### config.mk
export PLATFORM = sky130hd
export DESIGN_NAME = mips_shift_unit_flat
export DESIGN_NICKNAME = d
export VERILOG_FILES = /design/src/rtl/mips_shift_unit_if.sv /design/src/rtl/mips_shift_unit.sv /design/src/flat_wrapper.sv
export SDC_FILE = /design/constraint.sdc
export NUM_CORES = 1
export LEC_CHECK = 0
export BUFFER_PORTS_ARGS = -buffer_cell sky130_fd_sc_hd__buf_2
export CORE_MARGIN = 2
export CORE_UTILIZATION = 28
export CTS_BUF_LIST = sky130_fd_sc_hd__clkbuf_2
export DETAILED_ROUTE_END_ITERATION = 16
export PLACE_DENSITY_LB_ADDON = 0.15
export RECOVER_POWER = 25
export SETUP_SLACK_MARGIN = 0.3
export SYNTH_ARGS = -nofsm -noshare
export SYNTH_HDL_FRONTEND = slang
export SYNTH_SLANG_ARGS = --single-unit
export TNS_END_PERCENT = 100
### constraint.sdc
create_clock -name clk -period 6.24 [get_ports clk]
set_input_delay 0.624 -clock clk [delete_from_list [all_inputs] [get_ports clk]]
set_output_delay 0.624 -clock clk [all_outputs]
set_load 0.03 [all_outputs]
### src/rtl/mips_shift_unit_if.sv
// Start/busy/done handshake between the execute stage and the iterative shifter.
interface mips_shift_unit_if #(
  parameter int WIDTH = 32
);
  localparam int SHW = $clog2(WIDTH);

  logic             start;
  logic [1:0]       op;
  logic [WIDTH-1:0] operand;
  logic [SHW-1:0]   shamt;
  logic             busy;
  logic             done;
  logic [WIDTH-1:0] result;

  modport master (
    output start, op, operand, shamt,
    input  busy, done, result
  );

  modport slave (
    input  start, op, operand, shamt,
    output busy, done, result
  );
endinterface

### src/rtl/mips_shift_unit.sv
// Iterative SLL/SRL/SRA/ROTR unit for the MIPS execute stage. Moves up to
// STEP bit positions per clock. The core stalls its PC while busy is high.
module mips_shift_unit #(
  parameter int WIDTH = 32,
  parameter int STEP  = 1
) (
  input logic               clk,
  input logic               reset,
  mips_shift_unit_if.slave  bus
);
  localparam int SHW = $clog2(WIDTH);
  // One extra bit so that STEP == WIDTH is still representable.
  localparam logic [SHW:0] STEP_W = (SHW + 1)'(STEP);

  if (WIDTH < 2) begin : g_bad_width
    $error("mips_shift_unit: WIDTH must be >= 2");
  end
  if (STEP < 1 || STEP > WIDTH) begin : g_bad_step
    $error("mips_shift_unit: STEP must be in 1..WIDTH");
  end

  typedef enum logic [1:0] {OP_SLL, OP_SRL, OP_SRA, OP_ROTR} op_t;
  typedef enum logic [1:0] {S_IDLE, S_SHIFT, S_DONE} state_t;

  state_t           state;
  op_t              op_q;
  logic [WIDTH-1:0] data;
  logic [SHW-1:0]   rem;
  logic [SHW-1:0]   step_amt;
  logic [WIDTH-1:0] shifted;

  // One step of the selected shift by s positions (s < WIDTH).
  // SRA keeps the MSB fixed, so the latched sign keeps filling every step.
  function automatic logic [WIDTH-1:0] shift_by(input logic [WIDTH-1:0] d,
                                                input op_t             o,
                                                input logic [SHW-1:0]  s);
    logic [WIDTH-1:0] r;
    case (o)
      OP_SLL:  r = d << s;
      OP_SRL:  r = d >> s;
      OP_SRA:  r = $signed(d) >>> s;
      default: r = (d >> s) | (d << (WIDTH - int'(s)));
    endcase
    return r;
  endfunction

  // Amount moved this cycle: min(rem, STEP), then the data after that move.
  always_comb begin
    // NOTE: every always_comb output gets a default first, so no path can
    // leave it unassigned and infer a latch.
    step_amt = rem;
    if ({1'b0, rem} >= STEP_W) step_amt = STEP_W[SHW-1:0];
    shifted = shift_by(data, op_q, step_amt);
  end

  // Control FSM with registered busy/done/result.
  always_ff @(posedge clk) begin
    // NOTE: sequential state uses non-blocking assignments only, so every
    // register samples pre-edge values regardless of statement order.
    if (reset) begin
      // NOTE: all state here is plain flops, so all of it is cleared; an
      // operation in flight is dropped without a done.
      state    <= S_IDLE;
      op_q     <= OP_SLL;
      data     <= '0;
      rem      <= '0;
      bus.busy <= 1'b0;
      bus.done <= 1'b0;
      bus.result <= '0;
    end else begin
      bus.done <= 1'b0;
      case (state)
        S_IDLE, S_DONE: begin
          if (bus.start) begin
            data <= bus.operand;
            op_q <= op_t'(bus.op);
            rem  <= bus.shamt;
            if (bus.shamt == '0) begin
              state      <= S_DONE;
              bus.done   <= 1'b1;
              bus.result <= bus.operand;
            end else begin
              state    <= S_SHIFT;
              bus.busy <= 1'b1;
            end
          end else begin
            state <= S_IDLE;
          end
        end
        S_SHIFT: begin
          // start is ignored while shifting.
          data <= shifted;
          rem  <= rem - step_amt;
          if (rem == step_amt) begin
            state      <= S_DONE;
            bus.busy   <= 1'b0;
            bus.done   <= 1'b1;
            bus.result <= shifted;
          end
        end
        default: begin
          state    <= S_IDLE;
          bus.busy <= 1'b0;
        end
      endcase
    end
  end
endmodule
### src/flat_wrapper.sv
// flat-port wrapper written by rule: the top's interface ports become plain ports
module mips_shift_unit_flat 
#(
  parameter int WIDTH = 32,
  parameter int STEP  = 1
)
  (clk, reset, bus_start, bus_op, bus_operand, bus_shamt, bus_busy, bus_done, bus_result);
  mips_shift_unit_if #(.WIDTH(WIDTH)) bus_i ();
  input logic clk;
  input logic reset;
  input wire logic [$bits(bus_i.start)-1:0] bus_start;
  input wire logic [$bits(bus_i.op)-1:0] bus_op;
  input wire logic [$bits(bus_i.operand)-1:0] bus_operand;
  input wire logic [$bits(bus_i.shamt)-1:0] bus_shamt;
  output wire logic [$bits(bus_i.busy)-1:0] bus_busy;
  output wire logic [$bits(bus_i.done)-1:0] bus_done;
  output wire logic [$bits(bus_i.result)-1:0] bus_result;
  assign bus_i.start = bus_start;
  assign bus_i.op = bus_op;
  assign bus_i.operand = bus_operand;
  assign bus_i.shamt = bus_shamt;
  assign bus_busy = bus_i.busy;
  assign bus_done = bus_i.done;
  assign bus_result = bus_i.result;
  mips_shift_unit #(.WIDTH(WIDTH), .STEP(STEP)) u_core (.clk(clk), .reset(reset), .bus(bus_i));
endmodule
==> run summary <==
Core ar.: 15100 um^2
Comb power frac: 0.349
fin. max-slew vios: 0
slowest CP cell: dfxtp_1
initial antenna violation count: 1
CTS Hold Bufs: 0
ys async rst share: 0
Rows: 45
Seq cells post-synth: 75
largest area contributor in the netlist: dfxtp_1
clock sinks: 75
Via-to-Cell Ratio: 5.47
largest net degree at the start of global routing: 78
Layout Cells excl Fill: 804
power per standard cell area: 292 nW/um^2
Fin Clk Skew: 0.0238 ns
Final setup viols: 0
Fmax: 222 MHz
Tightest Pin Transition: 1.04 ns
endpoints failing hold: 0
number of library cell types mapped by synthesis: 49
sw frac: 0.404
Worst Hold Class: in -> reg
flop2flop setup slack: 1.74 ns
Min-Delay Path Depth: 3
most common cell type on the critical path: a211oi_1
Post-synth EDFFs: 0
R2R cell count: 9
Reg power frac: 0.436
dpl hpwl: 9380 um
Fin Setup TNS: 0 ns
Die Y: 128 um
clk buf depth: 2
Startpoint Class: flop
placed cell area: 4780 um^2
First-pass DRT Iterations: 5
ys flop type: dfxtp_1
Internal: 0.848 mW
routability cong.: 0.897
Slowest Stage Delay on Critical Path: 1.04 ns
Worst-path clk slew: 0.22 ns
wire length of the first global-routing pass: 22600 um
share of cells above drive strength 1: 0.159
unrepaired setup endpoints after global routing: no
synth top area cells: dfxtp_1, a211oi_1, nor2_1
Max Cap Viol: 0
I/O pin count: 76
CP Max Fanout: 30
Final Instance Area: 4870 um^2
Die ar.: 16500 um^2
Wirelength per Cell: 17.5 um
Crit. End Element: flop
vias in the first global route: 4209
die width: 128 um
Starting DRT DRC Count: 237
Final Cycle Share: 0.721
Worst Path Required: 6.69 ns
Mean Syn Cell Area: 7.58 um^2
most frequent cells after synthesis: nor2_1, nand2_1, dfxtp_1
status: finished, final reports clean
r2r endpoint: u_core.bus.result[18]
Syn. warnings: 0
PortBufs: 75
drt drc: 0
worst vdd ir: 98.3 uV
Hold Crit Endpoint: u_core.rem[4]
Mapped Cells: 572
GRT Util Overall: 0.174
Inst Count DP: 787
clock root buffer: clkbuf_2
mapped cell area: 4330 um^2
Area Overhead vs Synth: 12.4%
GRT Residual Overflow: 0
PostCTS Resize Cnt: 0
Slew headroom: 0.307
P_leak: 1.77 nW
Arr. time, crit path: 4.94 ns
Post-CTS Setup Inserts: 0
routed wire length: 14100 um
Seq/Total Area, Yosys: 0.347
power share of the clock group: 0.215
Crit Path Class: reg -> reg
routed vias: 4400
H-tree depth: 3
most numerous cell in the Yosys netlist: nor2_1
min cycle time layout: 4.50 ns
NetSw: 0.575 mW
Hold Crit Start: bus_shamt[4]
initial core utilization: 0.286
Worst R2R Start: u_core.rem[0]
CTS Buf Count: 9
share of the synthesized area in the top cell type: 0.347
CP Cell Sequence: inv_1 > nand2_2 > clkinv_2 > ha_1 > mux2_2 > a221oi_1 > a211oi_1 > a211oi_1 > nor3_1
Antenna Nets Post-Route: 0
Net Count, Synth: 616
CTS tree: yes
Clk Latency, worst-skew pair: 0.59 ns
Layout Nets: 654
-- cell type report --
| class | instances | area, um^2 |
|---|---|---|
| Tap cell | 188 | 235 |
| Multi-Input combinational cell | 438 | 2600 |
| Sequential cell | 75 | 1500 |
| Clock buffer | 9 | 45.0 |
| Timing Repair Buffer | 81 | 385 |
| Inverter | 5 | 20.0 |
| Fill cell | 1652 | 10300 |
| Antenna cell | 1 | 2.50 |
| Clock inverter | 7 | 82.6 |
-- logic make-up (layout without fill, tap and decap cells) --
family	count (synthesis)	in the layout	share of synthesized area
AO/OA/AOI/OAI	154	154	0.254
adder cells (fa/ha/maj)	2	2	0.00577
other	1	2	0.000865
AND/OR/NAND/NOR	256	256	0.268
multiplexers	25	25	0.0667
flip-flops	75	75	0.347
buffers and inverters	59	102	0.0578
-- state kept, by name, indices dropped and copies added, names as in the netlist --
signal             count
u_core.bus.done        1
u_core.op_q            2
u_core.data           32
u_core.state           2
u_core.rem             5
u_core.bus.result     32
u_core.bus.busy        1
-- worst max path at each step --
| stage | start | end | slack (ns) |
|---|---|---|---|
| global placement | u_core.rem[0] | u_core.bus.result[18] | 1.97 |
| CTS | u_core.rem[0] | u_core.bus.result[18] | 1.77 |
| global route | u_core.rem[0] | u_core.bus.result[19] | 1.25 |
| floorplan | u_core.rem[4] | u_core.bus.result[22] | 3.64 |
| detailed placement | u_core.rem[0] | u_core.bus.result[18] | 1.84 |
| finish | u_core.rem[0] | u_core.bus.result[18] | 1.74 |
-- worst max-delay path: cells and delay by family (launching register included) --
kind / cells / cell delay, ns
AND/OR/NAND/NOR: 2 / 0.66
multiplexers: 1 / 0.42
AO/OA/AOI/OAI: 3 / 0.75
buffers and inverters: 2 / 0.62
adder cells (fa/ha/maj): 1 / 0.85
flip-flops: 1 / 1.04
-- per-stage QoR --
step                power, mW  setup WS (ns)  hold WS [ns]  utilization
global placement         1.12           1.97         0.447        0.315
CTS                      1.45           1.77         0.193        0.324
global route             1.53           1.25         0.208        0.322
detailed placement       1.13           1.84         0.449        0.315
floorplan               0.997           3.64         0.476            -
finish                   1.42           1.74         0.269        0.322
-- metal layers --
layer,global-route usage,vias up,part of all wire,routed length (um)
li1,-,2178,-,-
met1,0.243,2073,0.49,6920
met2,0.261,123,0.43,6090
met3,0.0328,26,0.050,703
met4,0.0782,0,0.025,352
met5,0,-,0,0
-- power groups by stage --
stage / clock network [mW] / registers (mW) / logic [mW]
after detailed placement: 0 / 0.628 / 0.503
after global placement: 0 / 0.628 / 0.496
after global routing: 0.340 / 0.630 / 0.558
final: 0.306 / 0.620 / 0.497
after CTS: 0.324 / 0.618 / 0.506
after floorplan: 0 / 0.632 / 0.366
-- cells in the final DEF (no fill, tap or decap), drive strengths merged, types with 2 or more instances in the layout --
cell type,n
nor2,88
nor3b,17
or4,2
nor2b,2
a311oi,11
ha,2
o31ai,3
mux2,21
a31oi,5
dfxtp,75
a221o,3
a21oi,38
nand2b,3
mux2i,3
o21ai,6
o221ai,2
a2111oi,4
a211oi,46
bufinv,2
a221oi,16
nand3b,2
buf,55
nor3,42
o211ai,6
o211a,3
nor4,2
or3,2
clkinv,6
clkbuf,35
nand2,83
o2111ai,4
inv,4
o21a,3
nand3,8
No activity file was read; power rests on OpenSTA's default activity.
